$ cat src/rtl/dram_ctrl.sv
// dram_ctrl: multiplexed-address sequencer for a 64K x 8 DRAM.
// Splits flat requests into row/column strobes and inserts RAS-only refresh.
module dram_ctrl #(
  parameter int RAS_TO_CAS     = 2,
  parameter int CAS_WIDTH      = 2,
  parameter int PRECHARGE      = 2,
  parameter int REFRESH_PERIOD = 64
) (
  input  logic        clk,
  input  logic        reset_n,
  input  logic        req,
  input  logic        req_rw,
  input  logic [15:0] req_addr,
  input  logic [7:0]  req_wdata,
  output logic        ack,
  output logic        done,
  output logic [7:0]  rdata,
  output logic        busy,
  output logic [7:0]  dram_addr,
  output logic        dram_ras,
  output logic        dram_cas,
  output logic        dram_rw,
  output logic [7:0]  dram_dout,
  input  logic [7:0]  dram_din
);

  typedef enum logic [2:0] {
    IDLE,
    ROW,
    RCD,
    COL,
    CAS,
    RFSH,
    PRE
  } state_t;

  localparam int RW = $clog2(REFRESH_PERIOD + 1);

  localparam logic [RW-1:0] RMAX = RW'(REFRESH_PERIOD - 1);
  localparam logic [7:0] RCD_LAST  = 8'(RAS_TO_CAS - 1);
  localparam logic [7:0] CAS_LAST  = 8'(CAS_WIDTH - 1);
  localparam logic [7:0] RFSH_LAST = 8'(RAS_TO_CAS + CAS_WIDTH - 1);
  localparam logic [7:0] PRE_LAST  = 8'(PRECHARGE - 1);

  state_t        state;
  logic [7:0]    cnt;
  logic [RW-1:0] rcnt;
  logic [7:0]    rrow;
  logic          pending;
  logic          is_rfsh;
  logic [7:0]    col;

  always_ff @(posedge clk or negedge reset_n) begin
    if (!reset_n) begin
      state     <= IDLE;
      cnt       <= '0;
      rcnt      <= '0;
      rrow      <= '0;
      pending   <= 1'b0;
      is_rfsh   <= 1'b0;
      col       <= '0;
      ack       <= 1'b0;
      done      <= 1'b0;
      rdata     <= '0;
      busy      <= 1'b0;
      dram_addr <= '0;
      dram_ras  <= 1'b1;
      dram_cas  <= 1'b1;
      dram_rw   <= 1'b1;
      dram_dout <= '0;
    end else begin
      ack  <= 1'b0;
      done <= 1'b0;
      cnt  <= cnt + 8'd1;

      // wraps while a refresh is pending are simply absorbed
      if (rcnt == RMAX) begin
        rcnt    <= '0;
        pending <= 1'b1;
      end else begin
        rcnt <= rcnt + 1'b1;
      end

      unique case (state)
        IDLE: begin
          cnt <= '0;
          if (pending) begin
            state     <= ROW;
            is_rfsh   <= 1'b1;
            busy      <= 1'b1;
            dram_addr <= rrow;
          end else if (req) begin
            state     <= ROW;
            is_rfsh   <= 1'b0;
            busy      <= 1'b1;
            ack       <= 1'b1;
            dram_addr <= req_addr[7:0];
            col       <= req_addr[15:8];
            dram_rw   <= req_rw;
            dram_dout <= req_wdata;
          end
        end
        ROW: begin
          dram_ras <= 1'b0;
          cnt      <= '0;
          state    <= is_rfsh ? RFSH : RCD;
        end
        RCD: begin
          if (cnt == RCD_LAST) begin
            dram_addr <= col;
            cnt       <= '0;
            state     <= COL;
          end
        end
        COL: begin
          dram_cas <= 1'b0;
          cnt      <= '0;
          state    <= CAS;
        end
        CAS: begin
          if (cnt == CAS_LAST) begin
            if (dram_rw) begin
              rdata <= dram_din;
            end
            dram_cas <= 1'b1;
            dram_ras <= 1'b1;
            dram_rw  <= 1'b1;
            done     <= 1'b1;
            cnt      <= '0;
            state    <= PRE;
          end
        end
        RFSH: begin
          if (cnt == RFSH_LAST) begin
            dram_ras <= 1'b1;
            rrow     <= rrow + 8'd1;
            pending  <= 1'b0;
            cnt      <= '0;
            state    <= PRE;
          end
        end
        PRE: begin
          if (cnt == PRE_LAST) begin
            busy  <= 1'b0;
            cnt   <= '0;
            state <= IDLE;
          end
        end
        default: begin
          state <= IDLE;
        end
      endcase
    end
  end

endmodule
$ cat config.mk
export PLATFORM = sky130hd
export DESIGN_NAME = dram_ctrl
export DESIGN_NICKNAME = d
export VERILOG_FILES = /design/src/rtl/dram_ctrl.sv
export SDC_FILE = /design/constraint.sdc
export NUM_CORES = 1
export LEC_CHECK = 0
export CAP_MARGIN = 20
export CORE_MARGIN = 2
export CORE_UTILIZATION = 50
export CTS_CLUSTER_DIAMETER = 60
export DETAILED_ROUTE_END_ITERATION = 10
export MAX_ROUTING_LAYER = met4
export PLACE_DENSITY = 0.78
export SLEW_MARGIN = 20
export SYNTH_ARGS = -nofsm -noshare
export SYNTH_HDL_FRONTEND = slang
export SYNTH_SLANG_ARGS = --single-unit
$ cat constraint.sdc
create_clock -name clk -period 1.96 [get_ports clk]
set_clock_uncertainty 0.15 [all_clocks]
set_input_delay 0.49 -clock clk [delete_from_list [all_inputs] [get_ports clk]]
set_output_delay 0.49 -clock clk [all_outputs]
set_load 0.02 [all_outputs]
==> results.yml <==
cts:
  clkSinkCount: 66
  cts-root-buf: "clkbuf_8"
  cts_buffers: 9
  htreeDepth: 3
  clockBufferDepth: 2
  cts.clk_slew.worst_paths_ps: 70
  clk_latency_ps: 320
  cts_tree: "built"
global_routing:
  grt_use_total_pct: 20.6
  grt_pass1_vias: 2240
  grt_pass1_wl_um: 10100
  antenna_found_initial: 0
  overflow: 0
  met3_usage_pct: 5.44
  grt_max_degree: 35
  top_usage_layer: "met2"
  met1_usage_pct: 26.2
  gr-usage-met2_pct: 31.8
logic_synthesis:
  yosys.area_share.xor_xnor_pct: 5.01
  yosys.area_share.simple_pct: 13.3
  synth_compound_area_share_pct: 6.19
  synth_seq_cells: 66
  synth-warning-count: 0
  syn_inst: 246
  synth_top_family_by_area: "multiplexers"
  netlist_area_um2: 2970
  muxShareOfSynthArea_pct: 14.9
  yosysSeqAreaShare_pct: 55.7
  synth_nets: 286
  synthAdderAreaFrac_pct: 1.68
  synthDistinctLibCells: 37
  syn_avg_cell_area_um2: 12.1
route:
  routed_wl_um: 5960
  ant_nets: 0
  dr.pass1.iters: 5
  wl_per_cell_um: 14.4
  route.vias.total: 2136
  via_per_inst: 5.17
  first_iter_violations: 96
  drc: 0
placed_design:
  dp_slack_ps: -82.3
  place.gp.congestion: 0.854
  placed_area_um2: 3820
  portBuffers: 65
  dpl.hpwl_um: 4370
  dp_cells: 396
setup_path:
  reg2reg_depth: 4
  r2r-start: "state[1]"
  crit_chain: "clkdlybuf4s50_1"
  startpoint_type: "flip-flop"
  path_buf_inv: 1
  required_ps: 1320
  crit_type: "reg2out"
  path_max_fanout: 2
  crit_arrival_ps: 1280
  cp_slowest_stage_delay_ps: 600
  r2r_slack_ps: 130
  crit_slowest_cell: "clkdlybuf4s50_1"
  crit_family: "buffers and inverters"
  endpoint_kind: "output pin"
  rr_endpoint: "dram_dout[3]"
  critPathLaunch: "dram_addr[7]"
die:
  core_um2: 5820
  die-area_um2: 6580
  initial_core_util_pct: 51.1
  io_pins: 66
  rows: 28
  die_height_um: 81.1
  die_w_um: 81.1
timing:
  fin_ws_ps: 37.8
  finalCritPeriodShare_pct: 98.1
  hold_violations: 0
  worst_pin_slew_ps: 460
  final_max_slew_viol_count: 0
  max_freq_mhz: 520
  whs_ps: 323
  maxSlewHeadroom_pct: 69.4
  fin_tns_setup_ps: 0
  rsz0062_at_grt: "no"
  setup_violations: 0
  fin_crit_ps: 1920
power:
  power_leakage_nw: 2.02
  p_per_area_nw_per_um2: 1430
  peakVddDrop_uv: 813
  finalPower_mw: 5.85
  internal-power_mw: 3.84
  p_clk_share_pct: 21.8
  p_switching_mw: 2.01
  pwr-share-seq_pct: 36.9
  combPwrFrac_pct: 41.3
  switching_share_pct: 34.4
finish:
  finalInstanceArea_um2: 4090
  nFillCells: 444
  nNetsFinal: 373
  final_cell_mix: "dfrtp_1 (63), clkdlybuf4s50_1 (40), nor2_1 (25), mux2_2 (25), dlymetal6s2s_1 (17)"
  antennaDiodeCount: 0
  seqCellArea_um2: 1660
  final_common_cell: "dfrtp_1"
  utilization_pct: 70.3
  multi_input_area_um2: 1220
  drive_above_1_share_pct: 19.5
  area_growth_pct: 37.6
  stdcell_count: 413
min_path:
  whs_path_depth: 1
  min_to: "rrow[7]"
  hp-class: "reg2reg"
  hp-start: "rrow[7]"
job:
  maxCapViolations: 0
outcome:
  status: "complete, no violations"
registers in the layout (all words and copies together), names as in the netlist:
register	count
cnt	8
col	8
dram_addr	8
dram_dout	8
rdata	8
rrow	8
rcnt	7
state	3
ack	1
busy	1
done	1
dram_cas	1
dram_ras	1
dram_rw	1
is_rfsh	1
pending	1
worst max-delay path by stage:
stage	endpoint	cells past startpoint
floorplan	col[6]	5
global placement	dram_dout[0]	4
detailed placement	dram_dout[3]	4
CTS	dram_addr[1]	1
global route	dram_dout[5]	1
finish	dram_addr[7]	1
logic make-up (layout without fill, tap and decap cells):
kind of cell | Yosys count | after routing
multiplexers | 41 | 41
XOR/XNOR | 17 | 17
AND/OR/NAND/NOR | 67 | 67
AO/OA/AOI/OAI | 30 | 30
buffers and inverters | 21 | 113
flip-flops | 66 | 66
adder cells (fa/ha/maj) | 4 | 4
cell usage after synthesis:
| cell | count | area (um2) |
|---|---|---|
| dfrtp_1 | 63 | 1580 |
| mux2_2 | 25 | 282 |
| nor2_1 | 25 | 93.8 |
| mux2i_1 | 16 | 160 |
| xor2_1 | 15 | 131 |
| inv_1 | 13 | 48.8 |
| a21oi_1 | 12 | 60.1 |
| nand3_1 | 12 | 60.1 |
| nand2_1 | 6 | 22.5 |
| and3_1 | 5 | 31.3 |
| nor3_1 | 5 | 25.0 |
| o21ai_0 | 5 | 25.0 |
| ha_1 | 4 | 50.1 |
| buf_2 | 3 | 15.0 |
| dfstp_2 | 3 | 78.8 |
| a31oi_1 | 2 | 12.5 |
| and2_1 | 2 | 12.5 |
| and2b_1 | 2 | 15.0 |
| buf_4 | 2 | 15.0 |
| nand2b_1 | 2 | 12.5 |
| nand4_4 | 2 | 42.5 |
| nor4_4 | 2 | 42.5 |
| o211ai_1 | 2 | 15.0 |
| o21a_1 | 2 | 15.0 |
| o31a_1 | 2 | 17.5 |
| o31ai_1 | 2 | 15.0 |
| xnor2_1 | 2 | 17.5 |
| a21o_1 | 1 | 7.51 |
| a22oi_1 | 1 | 7.51 |
| a41oi_1 | 1 | 8.76 |
| and2_4 | 1 | 8.76 |
| and3b_1 | 1 | 8.76 |
| buf_6 | 1 | 11.3 |
| clkbuf_1 | 1 | 3.75 |
| clkinv_1 | 1 | 3.75 |
| nor3b_2 | 1 | 12.5 |
| nor4_1 | 1 | 6.26 |
power groups by stage:
stage	Clock, mW	Combinational (mW)	Sequential (mW)
6_report	1.27	2.42	2.16
5_1_grt	1.36	2.61	2.22
4_1_cts	1.29	2.47	2.17
3_5_place_dp	0	2.51	2.19
3_3_place_gp	0	2.46	2.18
2_1_floorplan	0	1.08	2.51
routing by layer:
metal	wire, um	vias up
met4	97	0
met3	247	11
met2	2980	54
met1	2640	1045
li1	-	1026
met5	0	-
cell type report:
cell class	instances	share of cell area (%)
clock buffer	14	3.98
clock inverter	2	1.47
inverter	14	1.28
multi-input combinational	159	29.9
sequential	66	40.5
tap	75	2.29
timing repair buffer	83	20.6
what timing repair did:
item | CTS | global route
endpoints found under the hold margin | 14 | 0
cloned | 0 | 0
setup buffers | 0 | 0
gates resized for setup | 7 | 18
hold buffers | 1 | 0
pin swaps | 0 | 0
setup endpoints to repair | 7 | 33
(Power assumes the default switching activity.)
